## src/rtl/cpu_pkg.sv

```systemverilog
// Shared CPU constants and types used by the fetch stage and address checkers.
package cpu_pkg;

    localparam int unsigned CPU_AW = 32;

    localparam logic [CPU_AW-1:0] RESET_PC_DEF  = 32'h0000_3000;
    localparam logic [CPU_AW-1:0] EXC_PC_DEF    = 32'h0000_4180;
    localparam logic [CPU_AW-1:0] IMEM_BASE_DEF = 32'h0000_3000;
    localparam logic [CPU_AW-1:0] IMEM_SIZE_DEF = 32'h0000_4000;

    // RUN: sequential fetch; PEND: a redirect is waiting for the next advance
    typedef enum logic {
        RUN  = 1'b0,
        PEND = 1'b1
    } pc_state_t;

endpackage

```

## src/rtl/pc_unit_if.sv

```systemverilog
// Fetch-stage PC bundle: control requests in, fetch address and status out.
interface pc_unit_if #(
    parameter int unsigned AW = 32
);

    logic          stall;
    logic          imem_ready;
    logic          redir_valid;
    logic [AW-1:0] redir_target;
    logic          exc_req;
    logic          eret_req;
    logic [AW-1:0] epc;

    logic [AW-1:0] pc;
    logic [AW-1:0] pc_plus4;
    logic          pc_valid;
    logic          adel;
    logic          pend_valid;

    // Pipeline control / test side
    modport master (
        output stall, imem_ready, redir_valid, redir_target,
        output exc_req, eret_req, epc,
        input  pc, pc_plus4, pc_valid, adel, pend_valid
    );

    // PC unit side
    modport slave (
        input  stall, imem_ready, redir_valid, redir_target,
        input  exc_req, eret_req, epc,
        output pc, pc_plus4, pc_valid, adel, pend_valid
    );

endinterface

```

## src/rtl/pc_unit_range_chk.sv

```systemverilog
// Combinational word-alignment and address-window check; shared with the D-memory path.
module pc_range_chk #(
    parameter int unsigned      AW   = 32,
    parameter logic [AW-1:0]    BASE = '0,
    parameter logic [AW-1:0]    SIZE = '0
) (
    input  logic          valid_i,
    input  logic [AW-1:0] addr_i,
    output logic          adel_c_o
);

    // One extra bit so a window ending exactly at 2^AW stays representable
    localparam logic [AW:0] LIMIT = {1'b0, BASE} + {1'b0, SIZE};

    logic misalign;
    logic below;
    logic above;

    always_comb begin
        misalign = (addr_i[1:0] != 2'b00);
        below    = (addr_i < BASE);
        above    = ({1'b0, addr_i} >= LIMIT);
        adel_c_o = valid_i & (misalign | below | above);
    end

endmodule

```

## src/rtl/pc_unit.sv

```systemverilog
// Fetch-stage program counter with stall, imem handshake, buffered redirect and exception/ERET entry.
module pc_unit
    import cpu_pkg::*;
#(
    parameter int unsigned   AW        = 32,
    parameter logic [AW-1:0] RESET_PC  = AW'(RESET_PC_DEF),
    parameter logic [AW-1:0] EXC_PC    = AW'(EXC_PC_DEF),
    parameter logic [AW-1:0] IMEM_BASE = AW'(IMEM_BASE_DEF),
    parameter logic [AW-1:0] IMEM_SIZE = AW'(IMEM_SIZE_DEF)
) (
    input  logic     clk,
    input  logic     rst,
    pc_unit_if.slave bus
);

    localparam logic [AW-1:0] PC_STEP = AW'(4);

    pc_state_t     state_q, state_d;
    logic [AW-1:0] pc_q, pc_d;
    logic [AW-1:0] pc_plus4_q;
    logic [AW-1:0] pend_target_q, pend_target_d;
    logic          pc_valid_q;
    logic          advance;
    logic          adel_c;

    assign advance = bus.imem_ready & ~bus.stall;

    // Next-PC priority: exception > ERET > redirect > buffered redirect > sequential
    always_comb begin
        state_d       = state_q;
        pc_d          = pc_q;
        pend_target_d = pend_target_q;

        if (bus.exc_req) begin
            pc_d    = EXC_PC;
            state_d = RUN;
        end else if (bus.eret_req) begin
            pc_d    = bus.epc;
            state_d = RUN;
        end else if (bus.redir_valid) begin
            if (advance) begin
                pc_d    = bus.redir_target;
                state_d = RUN;
            end else begin
                // Newest target overwrites any older buffered one
                pend_target_d = bus.redir_target;
                state_d       = PEND;
            end
        end else if (advance) begin
            if (state_q == PEND) begin
                pc_d    = pend_target_q;
                state_d = RUN;
            end else begin
                pc_d = pc_q + PC_STEP;
            end
        end
    end

    // pc_plus4 is kept as its own register so the F/D fields come straight from flops
    always_ff @(posedge clk) begin
        if (rst) begin
            state_q       <= RUN;
            pc_q          <= RESET_PC;
            pc_plus4_q    <= RESET_PC + PC_STEP;
            pend_target_q <= '0;
            pc_valid_q    <= 1'b0;
        end else begin
            state_q       <= state_d;
            pc_q          <= pc_d;
            pc_plus4_q    <= pc_d + PC_STEP;
            pend_target_q <= pend_target_d;
            pc_valid_q    <= 1'b1;
        end
    end

    pc_range_chk #(
        .AW   (AW),
        .BASE (IMEM_BASE),
        .SIZE (IMEM_SIZE)
    ) u_range_chk (
        .valid_i  (pc_valid_q),
        .addr_i   (pc_q),
        .adel_c_o (adel_c)
    );

    assign bus.pc         = pc_q;
    assign bus.pc_plus4   = pc_plus4_q;
    assign bus.pc_valid   = pc_valid_q;
    assign bus.pend_valid = (state_q == PEND);
    assign bus.adel       = adel_c;

endmodule

```

## src/flat_wrapper.sv

```systemverilog
// flat-port wrapper written by rule: the top's interface ports become plain ports
module pc_unit_flat import cpu_pkg::*;
#(
    parameter int unsigned   AW        = 32,
    parameter logic [AW-1:0] RESET_PC  = AW'(RESET_PC_DEF),
    parameter logic [AW-1:0] EXC_PC    = AW'(EXC_PC_DEF),
    parameter logic [AW-1:0] IMEM_BASE = AW'(IMEM_BASE_DEF),
    parameter logic [AW-1:0] IMEM_SIZE = AW'(IMEM_SIZE_DEF)
)
  (clk, rst, bus_stall, bus_imem_ready, bus_redir_valid, bus_redir_target, bus_exc_req, bus_eret_req, bus_epc, bus_pc, bus_pc_plus4, bus_pc_valid, bus_adel, bus_pend_valid);
  pc_unit_if #(.AW(AW)) bus_i ();
  input  logic clk;
  input  logic rst;
  input wire logic [$bits(bus_i.stall)-1:0] bus_stall;
  input wire logic [$bits(bus_i.imem_ready)-1:0] bus_imem_ready;
  input wire logic [$bits(bus_i.redir_valid)-1:0] bus_redir_valid;
  input wire logic [$bits(bus_i.redir_target)-1:0] bus_redir_target;
  input wire logic [$bits(bus_i.exc_req)-1:0] bus_exc_req;
  input wire logic [$bits(bus_i.eret_req)-1:0] bus_eret_req;
  input wire logic [$bits(bus_i.epc)-1:0] bus_epc;
  output wire logic [$bits(bus_i.pc)-1:0] bus_pc;
  output wire logic [$bits(bus_i.pc_plus4)-1:0] bus_pc_plus4;
  output wire logic [$bits(bus_i.pc_valid)-1:0] bus_pc_valid;
  output wire logic [$bits(bus_i.adel)-1:0] bus_adel;
  output wire logic [$bits(bus_i.pend_valid)-1:0] bus_pend_valid;
  assign bus_i.stall = bus_stall;
  assign bus_i.imem_ready = bus_imem_ready;
  assign bus_i.redir_valid = bus_redir_valid;
  assign bus_i.redir_target = bus_redir_target;
  assign bus_i.exc_req = bus_exc_req;
  assign bus_i.eret_req = bus_eret_req;
  assign bus_i.epc = bus_epc;
  assign bus_pc = bus_i.pc;
  assign bus_pc_plus4 = bus_i.pc_plus4;
  assign bus_pc_valid = bus_i.pc_valid;
  assign bus_adel = bus_i.adel;
  assign bus_pend_valid = bus_i.pend_valid;
  pc_unit #(.AW(AW), .RESET_PC(RESET_PC), .EXC_PC(EXC_PC), .IMEM_BASE(IMEM_BASE), .IMEM_SIZE(IMEM_SIZE)) u_core (.clk(clk), .rst(rst), .bus(bus_i));
endmodule
```

## config.mk

```make
export PLATFORM = sky130hd
export DESIGN_NAME = pc_unit_flat
export DESIGN_NICKNAME = d
export VERILOG_FILES = /design/src/rtl/cpu_pkg.sv /design/src/rtl/pc_unit_if.sv /design/src/rtl/pc_unit_range_chk.sv /design/src/rtl/pc_unit.sv /design/src/flat_wrapper.sv
export SDC_FILE = /design/constraint.sdc
export NUM_CORES = 1
export LEC_CHECK = 0
export ABC_CLOCK_PERIOD_IN_PS = 5000
export CAP_MARGIN = 20
export CORE_MARGIN = 2
export CORE_UTILIZATION = 51
export DETAILED_ROUTE_END_ITERATION = 10
export PLACE_DENSITY_LB_ADDON = 0.15
export REMOVE_ABC_BUFFERS = 1
export SLEW_MARGIN = 20
export SYNTH_ARGS = -nofsm -noshare
export SYNTH_HDL_FRONTEND = slang
export SYNTH_SLANG_ARGS = --single-unit
```

## constraint.sdc

```tcl
create_clock -name clk -period 5 [get_ports clk]
set_clock_uncertainty 0.05 [all_clocks]
set_input_delay 1 -clock clk [delete_from_list [all_inputs] [get_ports clk]]
set_output_delay 1 -clock clk [all_outputs]
set_load 0.1 [all_outputs]
```

==> key figures <==
Run status
  – Status: finished, final reports clean

Logic synthesis
  – Yosys cell types: 85
  – Seq/Total Area, Yosys: 32.8%
  – Synth Instances: 768
  – Avg Synthesized Cell Area: 7.62 µm²
  – Synth Register Bits: 96
  – Number of synthesized flops with an enable pin: 0
  – Ys Warns: 0
  – Predominant post-synthesis flop cell: dfxtp_1
  – Post-Synthesis Cell Area: 0.00586 mm²
  – Async SR Flop Fraction: 0%

Clock tree
  – CTS tree: done
  – CTS root buffer: clkbuf_16
  – Clk sinks: 96
  – CTS Buf Count: 9
  – H-tree depth: 3
  – Worst-Skew Late Latency: 0.35 ns
  – Max Buffers Root-to-Sink: 2
  – Post-CTS Setup Inserts: 0
  – Resized cells post-CTS: 0
  – Hold buffers post-CTS: 0
  – Clock-pin slew on the worst setup and hold paths: 0.06 ns

GRT
  – Largest net degree at the start of global routing: 48
  – Total grt overflow: 0
  – Vias in the first global route: 6051
  – Initial antenna violation count: 0
  – Total GRT Usage: 34.4%
  – First-pass GRT wire length: 33300 µm

Floorplan
  – I/O pins: 138
  – Die footprint: 0.0124 mm²
  – Row count: 39
  – Initial Util: 51.7%
  – DIE WIDTH: 111 µm
  – Die Y: 111 µm
  – Core Area: 0.0113 mm²

Pwr
  – Net Sw Frac: 35.0%
  – Total chip power: 2.09 mW
  – Clock share of power: 32.6%
  – Worst VDD drop: 0.242 mV
  – Net Switching: 0.730 mW
  – Power Dens Cells: 274 mW/mm²
  – Leakage: 2.72 nW
  – Comb power frac: 27.1%
  – Internal Pwr Total: 1.36 mW
  – Sequential group share of total power: 40.2%

STA
  – Final setup viols: 0
  – Worst slew pin tran: 1.00 ns
  – Setup Total Neg Slack: 0 ns
  – FMAX: 213 MHz
  – Slew Limit Fails: 0
  – RSZ-0062 raised after global routing: no
  – Crit share post-route: 94.0%
  – Fin crit period: 4.70 ns
  – Relative slew margins: 33.0%
  – Final hold violations: 0
  – WHS: 0.402 ns

Finish
  – Share of cells above drive strength 1: 8.34%
  – Area Overhead vs Synth: 30.1%
  – Nets: 956
  – Area of the multi-input gates: 0.00359 mm²
  – Sequential cell area: 0.00192 mm²
  – Post-route design area: 0.00762 mm²
  – Fin cells: 1031
  – Filler cell count: 975

Drt
  – DR WL/cell: 21.0 µm
  – TritonRoute pass-1 iters: 6
  – DR DRC count: 0
  – Post-Route WL: 21700 µm
  – Total number of vias: 6516
  – Iter 0 DRT Violations: 618
  – Post-route ant nets: 0
  – Via density: 6.32

Setup path
  – Crit path kind: input pin to flop
  – WP data required: 5.19 ns
  – Crit path DAT: 4.88 ns
  – Crit-path max FO: 15
  – CP Capture Type: flop
  – Critical Path Source Type: input pin

Placement
  – GPL Wtd Cong: 1.01
  – Inst Count DP: 1014
  – Area post-placement: 0.00733 mm²
  – IO Port Bufs: 137
  – Post-DP HPWL: 15600 µm

Worst hold path
  – Min-Delay Path Class: flop to flop

Flow run
  – Max-Cap Viols: 0
## critical path, stage by stage
cell and delay [ns]:
clkdlybuf4s50_1 0.66, nor2b_2 0.64, buf_4 0.29, buf_4 0.22, o2111a_1 0.19, and3_1 0.18, o41ai_2 0.09, nor3_1 0.54
nand3_2 0.26, nor3_4 0.38, nand3b_2 0.13, mux2_4 0.31
## cells by family (layout without fill, tap and decap cells)
logic type                 Yosys count  in the layout  synth area share [%]
AOI/OAI and AO/OA                  192            192                  22.1
xor gates and xnor gates            25             25                  3.74
adders and majority gates            3              3                 0.641
buffers and inverters               78            197                  6.00
DFF                                 96             96                  32.8
muxes                                5              5                 0.961
other                                0              1                     0
and+or+nand+nor                    369            369                  33.7
## cells in the final DEF, fill, tap and decap left out, types with 4 or more instances in the layout
cell	count
a211oi_1	7
a21o_1	4
a21oi_1	67
a221oi_1	5
a31oi_1	6
and2_1	11
and3_1	15
and4_1	7
buf_4	28
clkbuf_16	9
clkdlybuf4s50_1	136
dfxtp_1	96
inv_1	15
nand2_1	113
nand2b_1	10
nand3_1	26
nand3_2	4
nand3b_1	6
nand4_1	13
nor2_1	72
nor2b_1	8
nor3_1	20
nor3b_1	4
nor4_1	18
o211ai_1	16
o21a_1	4
o21ai_0	28
o221ai_1	10
or3_1	8
or4bb_1	6
xnor2_1	10
xor2_1	15
## registers in the layout, indices dropped and copies added, names as in the netlist
signal                 count
u_core.pend_target_q      32
u_core.bus.pend_valid      1
u_core.bus.pc_plus4       32
u_core.bus.pc             30
u_core.bus.pc_valid        1
## synth_stat cells (3+ instances only)
| library cell | instances | share of area (%) |
|---|---|---|
| o311ai_0 | 3 | 0.45 |
| mux2i_1 | 3 | 0.51 |
| xor2_1 | 15 | 2.2 |
| and4_1 | 7 | 1.0 |
| nor3b_1 | 4 | 0.51 |
| clkbuf_1 | 30 | 1.9 |
| nand3_2 | 4 | 0.68 |
| a21oi_1 | 67 | 5.7 |
| a211o_1 | 3 | 0.45 |
| nand2b_1 | 10 | 1.1 |
| o31a_1 | 3 | 0.45 |
| nor3_1 | 20 | 1.7 |
| and3_1 | 15 | 1.6 |
| nor4_1 | 18 | 1.9 |
| a31o_2 | 3 | 0.45 |
| xnor2_1 | 10 | 1.5 |
| o21ai_0 | 28 | 2.4 |
| o211ai_1 | 16 | 2.1 |
| or3_1 | 8 | 0.85 |
| nand3_1 | 26 | 2.2 |
| nand4_1 | 13 | 1.4 |
| and2_1 | 11 | 1.2 |
| a31oi_1 | 6 | 0.64 |
| a311oi_1 | 3 | 0.45 |
| nor2_1 | 72 | 4.6 |
| nand3b_1 | 6 | 0.77 |
| inv_1 | 15 | 0.96 |
| buf_2 | 22 | 1.9 |
| o221ai_1 | 10 | 1.5 |
| o21a_1 | 4 | 0.51 |
| buf_4 | 6 | 0.77 |
| a221oi_1 | 5 | 0.75 |
| nor2b_1 | 9 | 0.96 |
| dfxtp_1 | 96 | 33 |
| a21o_1 | 4 | 0.51 |
| ha_1 | 3 | 0.64 |
| or4bb_1 | 6 | 1.2 |
| a211oi_1 | 7 | 0.90 |
| nand2_1 | 113 | 7.2 |
## stage by stage
stage | setup slack (ns) | util [%]
3_5_place_dp | 0.183 | 64.7
6_report | 0.302 | 67.3
5_1_grt | 0.218 | 67.3
2_1_floorplan | 0.555 | -
4_1_cts | 0.533 | 67.3
3_3_place_gp | 0.374 | 64.7
## final cells by class
cell class | count | share of cell area (%)
timing repair buffer | 165 | 20.7
tap | 143 | 2.35
antenna | 1 | 0.0329
inverter | 16 | 0.788
multi-input combinational | 594 | 47.1
sequential | 96 | 25.2
clock inverter | 2 | 0.164
clock buffer | 14 | 3.60
## routing by layer
metal	share of wire (%)	track usage (%)	wire length, µm
met1	43	47.3	9220
met2	45	53.2	9750
met3	9.6	6.23	2080
met4	2.8	14.5	603
met5	0	0	0
## power groups by stage
stage	registers, mW	clock network (mW)	logic [mW]
after floorplan	1.04	0	0.150
after global placement	0.855	0	0.550
after detailed placement	0.855	0	0.556
after CTS	0.838	0.686	0.558
after global routing	0.843	0.711	0.591
final	0.839	0.680	0.566
## path summary, 6_finish.rpt
path | depth (start not counted) | to | startpoint | slack (ns)
hold / removal | 2 | u_core.pend_target_q[16]$_SDFFE_PP0P_ | u_core.pend_target_q[16]$_SDFFE_PP0P_ | 0.40
hold reg to reg | 2 | u_core.pend_target_q[16]$_SDFFE_PP0P_ | u_core.pend_target_q[16]$_SDFFE_PP0P_ | 0.40
setup reg to reg | 12 | u_core.bus.pc_plus4[28]$_SDFF_PP0_ | u_core.bus.pend_valid$_SDFFE_PP0P_ | 0.86
setup / recovery | 12 | u_core.bus.pc_plus4[27]$_SDFF_PP0_ | bus_stall | 0.30
No activity file was read; power rests on OpenSTA's default activity.
